--- src/rtl/triangle_raster_ctrl_pkg.sv ---
`default_nettype none
// +--------------------------------------------------------------------------+
// | Package : raster_pkg                                                     |
// | Shared screen geometry, controller state codes and min/max helpers for   |
// | the triangle raster sequencer and its bounding-box unit.                 |
// | Revision: 1.0  initial release                                           |
// +--------------------------------------------------------------------------+
package raster_pkg;

   localparam int COORD_W = 9;
   localparam int H_RES   = 320;
   localparam int V_RES   = 240;

   localparam logic [2:0] S_IDLE  = 3'd0;
   localparam logic [2:0] S_BBOX  = 3'd1;
   localparam logic [2:0] S_WAIT  = 3'd2;
   localparam logic [2:0] S_WRITE = 3'd3;
   localparam logic [2:0] S_DONE  = 3'd4;

   function automatic logic [COORD_W-1:0] min3(input logic [COORD_W-1:0] a,
                                               input logic [COORD_W-1:0] b,
                                               input logic [COORD_W-1:0] c);
      logic [COORD_W-1:0] m;
      m = (a < b) ? a : b;
      return (m < c) ? m : c;
   endfunction

   function automatic logic [COORD_W-1:0] max3(input logic [COORD_W-1:0] a,
                                               input logic [COORD_W-1:0] b,
                                               input logic [COORD_W-1:0] c);
      logic [COORD_W-1:0] m;
      m = (a > b) ? a : b;
      return (m > c) ? m : c;
   endfunction

endpackage
`default_nettype wire

--- src/rtl/triangle_raster_ctrl_tri_bbox.sv ---
`default_nettype none
// +--------------------------------------------------------------------------+
// | Module  : tri_bbox                                                       |
// | Combinational bounding box of three vertices, with the maximum corner    |
// | clamped to the last visible pixel. 'empty' flags a box that lies wholly  |
// | off-screen after clamping.                                               |
// | Ports   : ax..cy (in)  vertex coordinates                                |
// |           xmin, xmax, ymin, ymax (out) clamped box, empty (out)          |
// | Revision: 1.0  initial release                                           |
// +--------------------------------------------------------------------------+
module tri_bbox
   import raster_pkg::*;
#(
   parameter int X_RES = 320,
   parameter int Y_RES = 240
) (
   input  logic [COORD_W-1:0] ax,
   input  logic [COORD_W-1:0] ay,
   input  logic [COORD_W-1:0] bx,
   input  logic [COORD_W-1:0] by,
   input  logic [COORD_W-1:0] cx,
   input  logic [COORD_W-1:0] cy,
   output logic [COORD_W-1:0] xmin,
   output logic [COORD_W-1:0] xmax,
   output logic [COORD_W-1:0] ymin,
   output logic [COORD_W-1:0] ymax,
   output logic               empty
);

   localparam logic [COORD_W-1:0] C_X_LIM = COORD_W'(X_RES - 1);
   localparam logic [COORD_W-1:0] C_Y_LIM = COORD_W'(Y_RES - 1);

   logic [COORD_W-1:0] w_xmax_raw;
   logic [COORD_W-1:0] w_ymax_raw;

   assign xmin       = min3(ax, bx, cx);
   assign ymin       = min3(ay, by, cy);
   assign w_xmax_raw = max3(ax, bx, cx);
   assign w_ymax_raw = max3(ay, by, cy);

   // Only the far corner is clamped; a near corner beyond the screen edge
   // makes the box inverted, which is exactly the empty condition.
   assign xmax  = (w_xmax_raw > C_X_LIM) ? C_X_LIM : w_xmax_raw;
   assign ymax  = (w_ymax_raw > C_Y_LIM) ? C_Y_LIM : w_ymax_raw;
   assign empty = (xmin > xmax) || (ymin > ymax);

endmodule
`default_nettype wire

--- src/rtl/triangle_raster_ctrl.sv ---
`default_nettype none
// +--------------------------------------------------------------------------+
// | Module  : triangle_raster_ctrl                                           |
// | Sweeps the clamped bounding box of one triangle in raster order through  |
// | the external point-in-triangle datapath and issues one framebuffer write |
// | per pixel (or per inside pixel) over a valid/ready handshake.            |
// | Ports   : CLOCK_50, reset (sync, active-high)                            |
// |           start, ax..cy          triangle request and vertices           |
// |           tri_ax..tri_cy, px, py  latched vertices / point to datapath   |
// |           check                  datapath inside result                  |
// |           pix_valid/ready, pix_x/y, pix_in   framebuffer write port      |
// |           busy, done, inside_cnt status                                  |
// | Revision: 1.0  initial release                                           |
// +--------------------------------------------------------------------------+
module triangle_raster_ctrl #(
   parameter int COORD_W       = raster_pkg::COORD_W,
   parameter int H_RES         = raster_pkg::H_RES,
   parameter int V_RES         = raster_pkg::V_RES,
   parameter int TEST_LAT      = 2,
   parameter bit WRITE_OUTSIDE = 1'b1
) (
   input  logic               CLOCK_50,
   input  logic               reset,
   input  logic               start,
   input  logic [COORD_W-1:0] ax,
   input  logic [COORD_W-1:0] ay,
   input  logic [COORD_W-1:0] bx,
   input  logic [COORD_W-1:0] by,
   input  logic [COORD_W-1:0] cx,
   input  logic [COORD_W-1:0] cy,
   output logic [COORD_W-1:0] tri_ax,
   output logic [COORD_W-1:0] tri_ay,
   output logic [COORD_W-1:0] tri_bx,
   output logic [COORD_W-1:0] tri_by,
   output logic [COORD_W-1:0] tri_cx,
   output logic [COORD_W-1:0] tri_cy,
   output logic [COORD_W-1:0] px,
   output logic [COORD_W-1:0] py,
   input  logic               check,
   output logic               pix_valid,
   input  logic               pix_ready,
   output logic [COORD_W-1:0] pix_x,
   output logic [COORD_W-1:0] pix_y,
   output logic               pix_in,
   output logic               busy,
   output logic               done,
   output logic [16:0]        inside_cnt
);
   import raster_pkg::*;

   localparam int              C_CNT_W   = (TEST_LAT > 1) ? $clog2(TEST_LAT) : 1;
   localparam logic [C_CNT_W-1:0] C_CNT_LAST = C_CNT_W'(TEST_LAT - 1);
   localparam logic [16:0]     C_INS_MAX = '1;

   logic [2:0]         r_state;
   logic [COORD_W-1:0] r_ax, r_ay, r_bx, r_by, r_cx, r_cy;
   logic [COORD_W-1:0] r_px, r_py;
   logic [COORD_W-1:0] r_xmin, r_xmax, r_ymax;
   logic [C_CNT_W-1:0] r_cnt;
   logic               r_pix_in;
   logic [16:0]        r_inside_cnt;

   logic [COORD_W-1:0] w_xmin, w_xmax, w_ymin, w_ymax;
   logic               w_empty;
   logic               w_sample;
   logic               w_hit;
   logic               w_adv;

   tri_bbox #(
      .X_RES (H_RES),
      .Y_RES (V_RES)
   ) u_bbox (
      .ax    (r_ax),
      .ay    (r_ay),
      .bx    (r_bx),
      .by    (r_by),
      .cx    (r_cx),
      .cy    (r_cy),
      .xmin  (w_xmin),
      .xmax  (w_xmax),
      .ymin  (w_ymin),
      .ymax  (w_ymax),
      .empty (w_empty)
   );

   // check is trusted only on the last wait cycle of a pixel.
   assign w_sample = (r_state == S_WAIT) && (r_cnt == C_CNT_LAST);
   assign w_hit    = WRITE_OUTSIDE || check;
   // Move to the next pixel: a skipped pixel, or a write accepted this cycle.
   assign w_adv    = (w_sample && !w_hit) || ((r_state == S_WRITE) && pix_ready);

   always_ff @(posedge CLOCK_50) begin
      if (reset) begin
         r_state      <= S_IDLE;
         r_ax         <= '0;
         r_ay         <= '0;
         r_bx         <= '0;
         r_by         <= '0;
         r_cx         <= '0;
         r_cy         <= '0;
         r_px         <= '0;
         r_py         <= '0;
         r_xmin       <= '0;
         r_xmax       <= '0;
         r_ymax       <= '0;
         r_cnt        <= '0;
         r_pix_in     <= 1'b0;
         r_inside_cnt <= '0;
      end else begin
         case (r_state)
            S_IDLE: begin
               if (start) begin
                  r_ax         <= ax;
                  r_ay         <= ay;
                  r_bx         <= bx;
                  r_by         <= by;
                  r_cx         <= cx;
                  r_cy         <= cy;
                  r_inside_cnt <= '0;
                  r_state      <= S_BBOX;
               end
            end
            S_BBOX: begin
               r_xmin <= w_xmin;
               r_xmax <= w_xmax;
               r_ymax <= w_ymax;
               if (w_empty) begin
                  r_state <= S_DONE;
               end else begin
                  r_px    <= w_xmin;
                  r_py    <= w_ymin;
                  r_cnt   <= '0;
                  r_state <= S_WAIT;
               end
            end
            S_WAIT: begin
               r_cnt <= r_cnt + 1'b1;
               if (w_sample) begin
                  r_pix_in <= check;
                  if (check && (r_inside_cnt != C_INS_MAX)) begin
                     r_inside_cnt <= r_inside_cnt + 17'd1;
                  end
                  if (w_hit) begin
                     r_state <= S_WRITE;
                  end
               end
            end
            S_WRITE: begin
               r_state <= S_WRITE;
            end
            S_DONE: begin
               r_state <= S_IDLE;
            end
            default: begin
               r_state <= S_IDLE;
            end
         endcase

         // Raster advance, x inner; overrides the state update above.
         if (w_adv) begin
            if (r_px < r_xmax) begin
               r_px    <= r_px + 1'b1;
               r_cnt   <= '0;
               r_state <= S_WAIT;
            end else if (r_py < r_ymax) begin
               r_px    <= r_xmin;
               r_py    <= r_py + 1'b1;
               r_cnt   <= '0;
               r_state <= S_WAIT;
            end else begin
               r_state <= S_DONE;
            end
         end
      end
   end

   assign tri_ax     = r_ax;
   assign tri_ay     = r_ay;
   assign tri_bx     = r_bx;
   assign tri_by     = r_by;
   assign tri_cx     = r_cx;
   assign tri_cy     = r_cy;
   assign px         = r_px;
   assign py         = r_py;
   assign pix_valid  = (r_state == S_WRITE);
   assign pix_x      = r_px;
   assign pix_y      = r_py;
   assign pix_in     = r_pix_in;
   assign busy       = (r_state != S_IDLE);
   assign done       = (r_state == S_DONE);
   assign inside_cnt = r_inside_cnt;

endmodule
`default_nettype wire
--- config.mk ---
export PLATFORM = sky130hd
export DESIGN_NAME = triangle_raster_ctrl
export DESIGN_NICKNAME = d
export VERILOG_FILES = /design/src/rtl/triangle_raster_ctrl_pkg.sv /design/src/rtl/triangle_raster_ctrl_tri_bbox.sv /design/src/rtl/triangle_raster_ctrl.sv
export SDC_FILE = /design/constraint.sdc
export NUM_CORES = 1
export LEC_CHECK = 0
export CAP_MARGIN = 20
export CORE_ASPECT_RATIO = 0.75
export CORE_UTILIZATION = 53
export DETAILED_ROUTE_END_ITERATION = 8
export MAX_ROUTING_LAYER = met4
export PLACE_DENSITY = 0.82
export SLEW_MARGIN = 25
export SYNTH_ARGS = -nofsm -noshare
export SYNTH_HDL_FRONTEND = slang
export SYNTH_SLANG_ARGS = --single-unit
--- constraint.sdc ---
create_clock -name CLOCK_50 -period 7.09 [get_ports CLOCK_50]
set_input_delay 1.7725 -clock CLOCK_50 [delete_from_list [all_inputs] [get_ports CLOCK_50]]
set_output_delay 1.7725 -clock CLOCK_50 [all_outputs]
set_load 0.1 [all_outputs]
# After elaboration in Yosys (flattened, before gate mapping)

Index checks and enable logic that the tools add are counted.
Widths: inputs -> output; s select.

Magnitude comparators: 14
Add/subtract/negate cells: 4
Reductions and logical operators: 11
Multiplexer cells: 36
Equality and inequality tests: 10

Operator list:

| cell                  | count |
|---|---|
| $mux 9                | 20 |
| $gt 9x9->1            | 6 |
| $lt 9x9->1            | 6 |
| $mux 17               | 3 |
| $pmux 17 s2           | 1 |
| $add 9x1->9 const B   | 2 |
| $mux 3                | 6 |
| $add 17x1->17 const B | 1 |
| $ne 17x17->1 const B  | 1 |
| $pmux 3 s4            | 1 |
| $gt 9x8->1 const B    | 1 |
| $gt 9x9->1 const B    | 1 |
| $eq 3x2->1 const B    | 2 |
| $ne 3x3->1 const B    | 2 |
| $reduce_and 2->1      | 3 |
| $mux 1                | 4 |
| $ne 2x2->1 const B    | 2 |
| $reduce_and 4->1      | 1 |
| $eq 3x1->1 const B    | 1 |
| $eq 3x3->1 const B    | 1 |
| $logic_and 1x1->1     | 3 |
| $logic_not 3->1       | 1 |
| $reduce_bool 3->1     | 1 |
| $ne 2x1->1 const B    | 1 |
| other kinds (4)       | 4 |

Output and inout bits: 111
Logic and storage cells: 90
Register bits: 121
Input bits: 59

# Logic depth before layout (Yosys ltp)

Gate-level depths: netlist of the first run.

Word-level depth: 13
Gate-level depth with buffers: 27
Gate-level depth less buffers: 24

# By module

From an unflattened synthesis of the first run, not the netlist that was laid out.

Cell total of the unflattened synthesis: 1121
Area total of the unflattened synthesis: 8613.3 um^2

By module, submodules not included:

| module               | cells an instance | sequential area each (um^2) | times used | area an instance (um^2) |
|---|---|---|---|---|
| triangle_raster_ctrl | 703               | 2422.3                      | 1          | 5614.1 |
| tri_bbox             | 418               | 0.0                         | 1          | 2999.1 |

# Least setup slack after synthesis of the first run

OpenSTA, ideal clock, no wires.

Path type: register to register
Start point: register r_bx[4] (netlist: tri_bx[4])
End point: register r_px[2] (netlist: pix_x[2])
Clock period less this slack: 6504 ps
Data required time: 6968 ps
Path buffers: 3
Setup slack: 586 ps
Library setup time: 122 ps
Stages on the path, launching flop included: 26
Arrival: 6383 ps
Path through: dfxtp_1 -> inv_1 -> ha_1 -> and4_1 -> a21o_1 -> o2bb2ai_2 -> o21ai_4 -> mux2_2 -> ha_1 -> o21ai_0 -> a211oi_1 -> o21ai_1 -> a21oi_1 -> clkbuf_1 -> nor2_1 -> or2_1 -> ha_1 -> and4_4 -> o21a_1 -> a221oi_1 -> a21oi_1 -> or3_1 -> buf_6 -> and3_4 -> buf_6 -> a221o_1

Word-level cells in the longest chain between the ends: 13
Elaborated cells on any way between the ends: 17
Those cells by class: order compare (6); mux (10); reduce/logical (1)

RTL lines:

| what                   | RTL line                            | source |
|---|---|---|
| start, declared        | triangle_raster_ctrl.sv:56          | `logic [COORD_W-1:0] r_ax, r_ay, r_bx, r_by, r_cx, r_cy;` |
| start signal, assigned | triangle_raster_ctrl.sv:97          | `r_bx <= '0;` |
| start signal, assigned | triangle_raster_ctrl.sv:115         | `r_bx <= bx;` |
| $gt 9x9->1             | triangle_raster_ctrl_pkg.sv:32      | `m = (a > b) ? a : b;` |
| $mux 9                 | triangle_raster_ctrl_pkg.sv:32      |  |
| $gt 9x9->1             | triangle_raster_ctrl_pkg.sv:33      | `return (m > c) ? m : c;` |
| $mux 9                 | triangle_raster_ctrl_pkg.sv:33      |  |
| $gt 9x9->1             | triangle_raster_ctrl_tri_bbox.sv:43 | `assign xmax = (w_xmax_raw > C_X_LIM) ? C_X_LIM : w_xmax_raw;` |
| $mux 9                 | triangle_raster_ctrl_tri_bbox.sv:43 |  |
| $gt 9x9->1             | triangle_raster_ctrl_tri_bbox.sv:45 | `assign empty = (xmin > xmax) \|\| (ymin > ymax);` |
| $logic_or 1x1->1       | triangle_raster_ctrl_tri_bbox.sv:45 |  |
| $mux 9 (*)             | triangle_raster_ctrl.sv:127         | `if (w_empty) begin` |
| $mux 9 (*)             | triangle_raster_ctrl.sv:110         | `case (r_state)` |
| $mux 9                 | triangle_raster_ctrl.sv:165         | `end else if (r_py < r_ymax) begin` |
| $mux 9                 | triangle_raster_ctrl.sv:161         | `if (r_px < r_xmax) begin` |
| $mux 9 (*)             | triangle_raster_ctrl.sv:160         | `if (w_adv) begin` |
| end signal, assigned   | triangle_raster_ctrl.sv:130         | `r_px <= w_xmin;` |
| end signal, assigned   | triangle_raster_ctrl.sv:162         | `r_px <= r_px + 1'b1;` |
| end signal, assigned   | triangle_raster_ctrl.sv:166         | `r_px <= r_xmin;` |
| end, declared          | triangle_raster_ctrl.sv:57          | `logic [COORD_W-1:0] r_px, r_py;` |

Mark *: on every way between the ends. The rest lies on a longest branch, timed or not.
A chain may end at the register's enable or synchronous reset.

# Worst setup path after layout of the first run

Start point: register r_bx[6] (netlist: tri_bx[6])
End point: register r_px[1] (netlist: pix_x[1])

Elaborated cells on any way between the ends: 17
Those cells by class: order compare (6); mux (10); reduce/logical (1)

RTL lines:

| what                     | RTL line                            | source |
|---|---|---|
| $lt 9x9->1               | triangle_raster_ctrl_pkg.sv:24      | `m = (a < b) ? a : b;` |
| $mux 9 (*)               | triangle_raster_ctrl_pkg.sv:24      |  |
| $lt 9x9->1               | triangle_raster_ctrl_pkg.sv:25      | `return (m < c) ? m : c;` |
| $mux 9 (*)               | triangle_raster_ctrl_pkg.sv:25      |  |
| named net u_bbox.xmin[2] | triangle_raster_ctrl_tri_bbox.sv:23 | `output logic [COORD_W-1:0] xmin,` |
| $gt 9x9->1 (*)           | triangle_raster_ctrl_tri_bbox.sv:45 |  |
| $logic_or 1x1->1 (*)     | triangle_raster_ctrl_tri_bbox.sv:45 |  |
| $mux 9 (*)               | triangle_raster_ctrl.sv:127         |  |
| $mux 9 (*)               | triangle_raster_ctrl.sv:110         |  |
| $mux 9                   | triangle_raster_ctrl.sv:165         |  |
| $mux 9                   | triangle_raster_ctrl.sv:161         |  |
| $mux 9 (*)               | triangle_raster_ctrl.sv:160         |  |

Mark *: on every way through the listed nets, which the timed path passes. The rest lies on a longest branch.

==> impl_metrics.tcl, run 1 <==
set metrics [dict create \
    synth_largest_area_cell "dfxtp_1" \
    clock_path_buffers 2 \
    holdPathStages 2 \
    min_period_ns 6.634 \
    synth-simple-area-share_pct 21.10 \
    crit_path_end_kind "register" \
    rows 39 \
    timing.hold.ws_ns 0.4607 \
    async_reset_ff_share_pct 0 \
    period_share_pct 93.57 \
    synth.distinct_cells 78 \
    synth_adder_area_share_pct 13.34 \
    syn_nets 1213 \
    rsz0062_at_grt "no" \
    core-area_sq_um 15370 \
    worstPathArrival_ns 6.95 \
    clkSinkCount 121 \
    die_y_um 111.3 \
    multi_input_area_sq_um 5413 \
    die-area_sq_um 16440 \
    fmax_mhz 150.7 \
    synth_common_cells "nand2_1, dfxtp_1, a21oi_1" \
    pre_cts_slack_ns 0.3576 \
    ff_latch_area_sq_um 2422 \
    r2r_cells 22 \
    port_buffers 169 \
    hold_violations 0 \
    setup_viol 0 \
    grt_antenna_before_repair 0 \
    slew_violations 0 \
    setup_tns_ns 0 \
    synthToLayoutAreaGrowth_pct 26.57 \
    synthesis.area_sq_um 8439 \
    fin_ws_ns 0.4561 \
    drtAntennaViolNets 0 \
    cap_violations 0 \
    grt_max_degree 79 \
    grt_pass1_vias 8024 \
    cts_root_buffer "clkbuf_16" \
    synth_top_family_by_area "compound AO/OA/AOI/OAI gates" \
    synth.area.mux_share_pct 5.975 \
    ys_seq_area_share_pct 28.70 \
    htreeDepth 4 \
    synthXorXnorAreaFrac_pct 1.868 \
    drive_gt1_share_pct 8.113 \
    final_nets 1344 \
    diodes 0 \
    dp_hpwl_um 18120 \
    grtUsageTotal_pct 31.58 \
    required_ns 7.41 \
    tightest_slew_ns 1.036 \
    crit_type "register to register" \
    ioPinCount 170 \
    overflow 0 \
    synth_compound_area_share_pct 21.53 \
    relSlewSlack_pct 30.74 \
    synth_ff_type "dfxtp_1" \
    wl_per_cell_um 17.52 \
    first_pass_iters 5 \
    totalWireLength_um 24760 \
    synth_top_area_share_pct 28.70 \
    synth_edf_count 0 \
    hold_class "register to register" \
    clock_latency_ns 0.43 \
    numCtsBuffers 17 \
    yosysWarnings 0 \
    vias 8274 \
    syn_inst 1064 \
    avgSynthCellArea_sq_um 7.932 \
    synth_most_common_cell "nand2_1" \
    nFillCells 1293 \
    gp_congestion 0.9175 \
    fin_util_pct 69.49 \
    grt_pass1_wl_um 40390 \
    synthTopCellsByArea "dfxtp_1, ha_1, nand2_1, a21oi_1, inv_1" \
    ys_seq_elements 121 \
    start_util_pct 54.90 \
    status "completed" \
    cp_max_fo 24 \
    clock_skew_ns 0.007402 \
    crit_path_start_kind "register" \
    cts_tree "yes" \
    drcViolationCount 0 \
    vias_per_cell 5.856 \
    drtIter0Drc 593 \
    die_w_um 147.7 \
    path_clk_slew_ns 0.06 \
]
[sequential cells by signal, indices dropped and copies added, names as in the netlist, 3 cells and up]
name,count
tri_bx,9
r_xmax,9
tri_ax,9
r_ymax,9
pix_x,9
tri_by,9
pix_y,9
r_xmin,9
tri_cx,9
r_state,3
tri_cy,9
inside_cnt,17
tri_ay,9
[path summary, 6_finish.rpt]
path,startpoint,endpoint,slack (ns)
worst max-delay path,tri_bx[6],pix_x[1],0.46
worst min-delay path,r_xmax[8],r_xmax[8],0.46
worst max register to register,tri_bx[6],pix_x[1],0.46
worst min register to register,r_xmax[8],r_xmax[8],0.46
[cells by family (layout without fill, tap and decap cells)]
kind of cell | Yosys count | after routing
other cells | 1 | 1
flops | 121 | 121
xor+xnor | 18 | 18
compound gates | 275 | 275
mux | 46 | 46
fa+ha+maj | 90 | 90
buf+inv | 140 | 284
simple gates | 373 | 373
[metrics by stage]
step                cells  instance area, sq um
finish               1413                 10680
global route         1413                 10680
CTS                  1409                 10640
detailed placement   1377                 10090
global placement     1377                 10090
floorplan            1064                  8439
[metal layers]
metal	wire length, um	GRT usage, %	vias to the layer above	share of wire (%)
li1	-	-	4050	-
met1	11680	41.73	3908	47
met2	11220	48.71	266	45
met3	1365	5.473	50	5.5
met4	488	10.38	0	2.0
met5	0	-	-	0
[critical path: stages, from the launching register on]
cell,delay [ns]
dfxtp_1,0.43
inv_1,0.09
ha_1,0.30
and4_4,0.27
nand2_2,0.09
o2bb2ai_2,0.28
nor2_2,0.15
o21ai_0,0.46
ha_1,0.34
a21o_1,0.16
a21o_1,0.17
a21oi_1,0.16
o21ai_1,0.17
a31oi_4,0.64
mux2_2,0.44
ha_1,0.30
a21oi_1,0.16
o221ai_1,0.15
a221oi_1,0.32
a21oi_1,0.10
or3_2,0.68
and3_4,0.30
a221o_1,0.34
[area by class of cell]
type / instances / area share (%)
Tap cell: 205 / 2.401
Inverter: 71 / 2.495
Sequential cell: 121 / 22.68
Timing Repair Buffer: 181 / 16.63
Multi-Input combinational cell: 803 / 50.67
Clock buffer: 19 / 4.147
Clock inverter: 13 / 0.9722
[cells in the final DEF, fill, tap and decap left out, types with 17 or more instances in the layout]
| master | netlist | final |
|---|---|---|
| ha_1 | 90 | 90 |
| o21ai_0 | 43 | 43 |
| nand4_1 | 21 | 21 |
| dfxtp_1 | 121 | 121 |
| nor2_1 | 47 | 47 |
| clkdlybuf4s50_1 | 0 | 168 |
| nand2_1 | 168 | 167 |
| mux2_2 | 22 | 22 |
| clkbuf_16 | 0 | 17 |
| a21oi_1 | 106 | 105 |
| a31oi_1 | 20 | 20 |
| a21o_1 | 19 | 19 |
| inv_1 | 70 | 70 |
| nand3_1 | 52 | 52 |
[what timing repair did]
| action | CTS | global route |
|---|---|---|
| setup endpoints to repair | 0 | 15 |
| gates resized for setup | 0 | 3 |
| hold buffers | 0 | 0 |
| setup buffers | 0 | 3 |
Power of run 1 is left out: the tool's default activity adds up to more than one toggle a clock period on the data nets, which glitch-free logic cannot reach.
==> run 2, diff against run 1 <==
--- a/config.mk
+++ b/config.mk
@@ -11,7 +11,6 @@
 export DETAILED_ROUTE_END_ITERATION = 8
 export MAX_ROUTING_LAYER = met4
 export PLACE_DENSITY = 0.82
-export SLEW_MARGIN = 25
 export SYNTH_ARGS = -nofsm -noshare
 export SYNTH_HDL_FRONTEND = slang
 export SYNTH_SLANG_ARGS = --single-unit
==> impl_metrics.tcl, run 2 (same netlist as run 1, synthesis figures left out) <==
set metrics [dict create \
    status "completed" \
    drcViolationCount 0 \
    grt_pass1_vias 8024 \
    setup_tns_ns 0 \
    htreeDepth 4 \
    core-area_sq_um 15370 \
    final_nets 1343 \
    vias_per_cell 5.895 \
    crit_path_end_kind "register" \
    grt_pass1_wl_um 40390 \
    ioPinCount 170 \
    worstPathArrival_ns 6.97 \
    pre_cts_slack_ns 0.3576 \
    tightest_slew_ns 1.181 \
    gp_congestion 0.9175 \
    nFillCells 1293 \
    required_ns 7.40 \
    ff_latch_area_sq_um 2422 \
    min_period_ns 6.653 \
    diodes 0 \
    hold_violations 0 \
    grt_max_degree 79 \
    die-area_sq_um 16440 \
    grt_antenna_before_repair 0 \
    die_y_um 111.3 \
    crit_path_start_kind "register" \
    totalWireLength_um 24700 \
    vias 8324 \
    drive_gt1_share_pct 8.036 \
    clock_skew_ns 0.01057 \
    rsz0062_at_grt "no" \
    final_cell_mix "clkdlybuf4s50_1, nand2_1, dfxtp_1" \
    cts_root_buffer "clkbuf_16" \
    synthToLayoutAreaGrowth_pct 26.48 \
    clock_latency_ns 0.43 \
    drtAntennaViolNets 0 \
    crit_type "register to register" \
    cp_max_fo 24 \
    wl_per_cell_um 17.49 \
    relSlewSlack_pct 21.29 \
    first_pass_iters 5 \
    cts_tree "yes" \
    multi_input_area_sq_um 5413 \
    fin_ws_ns 0.4371 \
    path_clk_slew_ns 0.06 \
    drtIter0Drc 641 \
    grtUsageTotal_pct 31.58 \
    period_share_pct 93.83 \
    port_buffers 169 \
    dp_hpwl_um 18120 \
    rows 39 \
    numCtsBuffers 17 \
    cts_hold_buf 0 \
    largest_reg_flops 17 \
    hold_class "register to register" \
    slew_violations 0 \
    setup_viol 0 \
    overflow 0 \
    clock_path_buffers 2 \
    clkSinkCount 121 \
    mostFrequentLayoutCell "clkdlybuf4s50_1" \
    cap_violations 0 \
    die_w_um 147.7 \
    start_util_pct 54.90 \
    fmax_mhz 150.3 \
]
[run 2: changes by cell type in the layout (fill, tap and decap cells not counted), sizes merged]
cell,previous run,this run
buf,13,12
[run 2: final timing paths]
path / startpoint / endpoint / slack (ns) / cells past startpoint
setup / recovery: tri_bx[6] / pix_x[1] / 0.44 / 22
hold / removal: r_ymax[8] / r_ymax[8] / 0.46 / 2
setup reg to reg: tri_bx[6] / pix_x[1] / 0.44 / 22
hold reg to reg: r_ymax[8] / r_ymax[8] / 0.46 / 2
[run 2: area by class of cell]
| class | instances | share of cell area (%) |
|---|---|---|
| Multi-Input combinational cell | 803 | 50.71 |
| Inverter | 71 | 2.497 |
| Timing Repair Buffer | 180 | 16.57 |
| Sequential cell | 121 | 22.69 |
| Tap cell | 205 | 2.403 |
| Clock buffer | 19 | 4.150 |
| Clock inverter | 13 | 0.9729 |
[run 2: critical path: stages, from the launching register on]
cell and delay, ns:
dfxtp_1 0.42, inv_1 0.09, ha_1 0.30, and4_4 0.27, nand2_2 0.09, o2bb2ai_2 0.29, nor2_2 0.15, o21ai_0 0.47
ha_1 0.35, a21o_1 0.16, a21o_1 0.17, a21oi_1 0.16, o21ai_1 0.17, a31oi_4 0.64, mux2_2 0.44, ha_1 0.30
a21oi_1 0.16, o221ai_1 0.15, a221oi_1 0.32, a21oi_1 0.10, or3_2 0.68, and3_4 0.30, a221o_1 0.34
[run 2: layer usage]
metal  wire (um)  share of wire (%)  GRT usage (%)
met1       11350                 46          41.73
met2       11250                 46          48.71
met3        1587                6.4          5.473
met4         512                2.1          10.38
met5           0                  0              -
[run 2: per-stage QoR]
step	hold WS, ns	instances	area (sq um)	util, %
2_1_floorplan	0.4279	1064	8439	-
3_3_place_gp	0.4425	1377	10090	65.67
3_5_place_dp	0.4478	1377	10090	65.67
4_1_cts	0.4551	1409	10640	69.23
5_1_grt	0.4840	1412	10670	69.44
6_report	0.4577	1412	10670	69.44
[run 2: what timing repair did]
item                       CTS  global route
setup endpoints to repair    0            15
buffers inserted             0             3
gates resized for setup      0             3
Power of run 2 is left out for the same reason.
==> run 3, diff against run 2 <==
--- a/config.mk
+++ b/config.mk
@@ -5,12 +5,13 @@
 export SDC_FILE = /design/constraint.sdc
 export NUM_CORES = 1
 export LEC_CHECK = 0
+export ABC_AREA = 1
 export CAP_MARGIN = 20
 export CORE_ASPECT_RATIO = 0.75
-export CORE_UTILIZATION = 53
+export CORE_UTILIZATION = 57
 export DETAILED_ROUTE_END_ITERATION = 8
 export MAX_ROUTING_LAYER = met4
-export PLACE_DENSITY = 0.82
+export PLACE_DENSITY = 0.87
 export SYNTH_ARGS = -nofsm -noshare
 export SYNTH_HDL_FRONTEND = slang
 export SYNTH_SLANG_ARGS = --single-unit
==> constraint.sdc (replaced) <==
create_clock -name CLOCK_50 -period 7.8 [get_ports CLOCK_50]
set_input_delay 1.95 -clock CLOCK_50 [delete_from_list [all_inputs] [get_ports CLOCK_50]]
set_output_delay 1.95 -clock CLOCK_50 [all_outputs]
set_load 0.1 [all_outputs]
==> impl_metrics.tcl, run 3 <==
set metrics [dict create \
    status "completed" \
    clock_path_buffers 2 \
    slew_violations 0 \
    clkSinkCount 121 \
    final_nets 1494 \
    hold_violations 0 \
    synth-simple-area-share_pct 23.27 \
    yosysWarnings 0 \
    core-area_sq_um 13980 \
    grt_max_degree 110 \
    avgSynthCellArea_sq_um 6.845 \
    period_share_pct 79.78 \
    min_period_ns 6.223 \
    synth_adder_area_share_pct 13.57 \
    drcViolationCount 0 \
    crit_buf_inv 3 \
    pre_cts_slack_ns 1.959 \
    cts_hold_buf 0 \
    hold_class "register to register" \
    setup_viol 0 \
    grtUsageTotal_pct 33.80 \
    grt-busiest-layer "met2" \
    cp_max_fo 23 \
    htreeDepth 4 \
    setup_tns_ns 0 \
    synth.area.mux_share_pct 0 \
    grt_pass1_wl_um 39370 \
    worst_path_most_repeated_cell "nand2_1" \
    die_y_um 106.5 \
    synth_largest_area_cell "dfxtp_1" \
    synthXorXnorAreaFrac_pct 1.583 \
    fmax_mhz 160.7 \
    numCtsBuffers 17 \
    cts_tree "yes" \
    overflow 0 \
    cpMaxStageDelayCell "nand2_1" \
    crit_family "simple AND/OR/NAND/NOR gates" \
    ioPinCount 170 \
    crit_path_start_kind "register" \
    synth_edf_count 0 \
    synthTopCellsByArea "dfxtp_1, ha_1, nand2_1, a21oi_1, inv_1" \
    cts_resized 0 \
    die_w_um 141.3 \
    synth.distinct_cells 42 \
    clock_latency_ns 0.42 \
    path_clk_slew_ns 0.06 \
    synthToLayoutAreaGrowth_pct 27.09 \
    synth_ff_type "dfxtp_1" \
    port_buffers 169 \
    vias 8761 \
    cts_post_setup_buffers_inserted 0 \
    crit_path_end_kind "register" \
    use_met2_pct 54.38 \
    rsz0062_at_grt "no" \
    wl_per_cell_um 15.56 \
    synth_most_common_cell "nand2_1" \
    required_ns 8.10 \
    drtIter0Drc 661 \
    drive_gt1_share_pct 4.864 \
    synth_top_family_by_area "simple AND/OR/NAND/NOR gates" \
    ys_seq_elements 121 \
    crit_type "register to register" \
    tightest_slew_ns 1.023 \
    gp_congestion 0.9314 \
    vias_per_cell 5.645 \
    fin_ws_ns 1.577 \
    totalWireLength_um 24140 \
    rows 37 \
    grt_pass1_vias 8215 \
    largest_reg_flops 17 \
    drtAntennaViolNets 0 \
    syn_inst 1212 \
    start_util_pct 59.34 \
    ys_seq_area_share_pct 29.20 \
    synth_top_area_share_pct 29.20 \
    max_stage_delay_ns 0.51 \
    mostFrequentLayoutCell "nand2_1" \
    relSlewSlack_pct 31.61 \
    synthesis.area_sq_um 8297 \
    cap_violations 0 \
    first_pass_iters 7 \
    diodes 0 \
    synth_compound_area_share_pct 20.62 \
    final_cell_area_sq_um 10540 \
    met1_usage_pct 42.51 \
    timing.hold.ws_ns 0.4705 \
    synth_common_cells "nand2_1, inv_1, a21oi_1" \
    grtUsageMet3_pct 5.766 \
    placed_cell_area_sq_um 9961 \
    cts_root_buffer "clkbuf_16" \
    clock_skew_ns 0.007567 \
    grt_antenna_before_repair 0 \
    worstPathArrival_ns 6.53 \
    async_reset_ff_share_pct 0 \
    final_cell_mix "nand2_1, clkdlybuf4s50_1, inv_1" \
    syn_nets 1361 \
    die-area_sq_um 15050 \
    dp_hpwl_um 17630 \
]
## run 3: kinds of logic after synthesis
group	after synthesis
compound gates	317
xor+xnor	15
fa+ha+maj	90
buf+inv	236
flops	121
other cells	1
simple gates	432
## run 3: layout make-up
cell class                 instances  area [sq um]
clock buffer                      24         491.7
inverter                         177         664.4
clock inverter                     7         91.34
sequential                       121          2422
timing repair buffer             173          1722
multi-input combinational        855          4908
fill                            1121          3437
tap                              195         244.0
## run 3: path summary, 6_finish.rpt
kind	cells past startpoint	end	startpoint	slack, ns
max reg2reg	35	pix_x[0]	tri_by[6]	1.58
min reg2reg	2	pix_in	pix_in	0.47
min	2	pix_in	pix_in	0.47
max	35	pix_x[0]	tri_by[6]	1.58
## run 3: routing by layer
layer  wire length (um)  vias up
met3               1751       55
met2              11020      398
li1                   -     4292
met4                565        0
met1              10810     4016
met5                  0        -
## run 3: stage by stage
stage | util (%) | instances
after floorplan | - | 1212
after global placement | 71.25 | 1521
after CTS | 75.42 | 1552
after detailed placement | 71.25 | 1521
after global routing | 75.42 | 1552
final | 75.42 | 1552
## run 3: tightest hold or removal path, cell delays in order, from the launching register on
cell	delay, ns
dfxtp_1	0.31
nand2_1	0.06
a21oi_1	0.05
Power of run 3 is left out for the same reason.
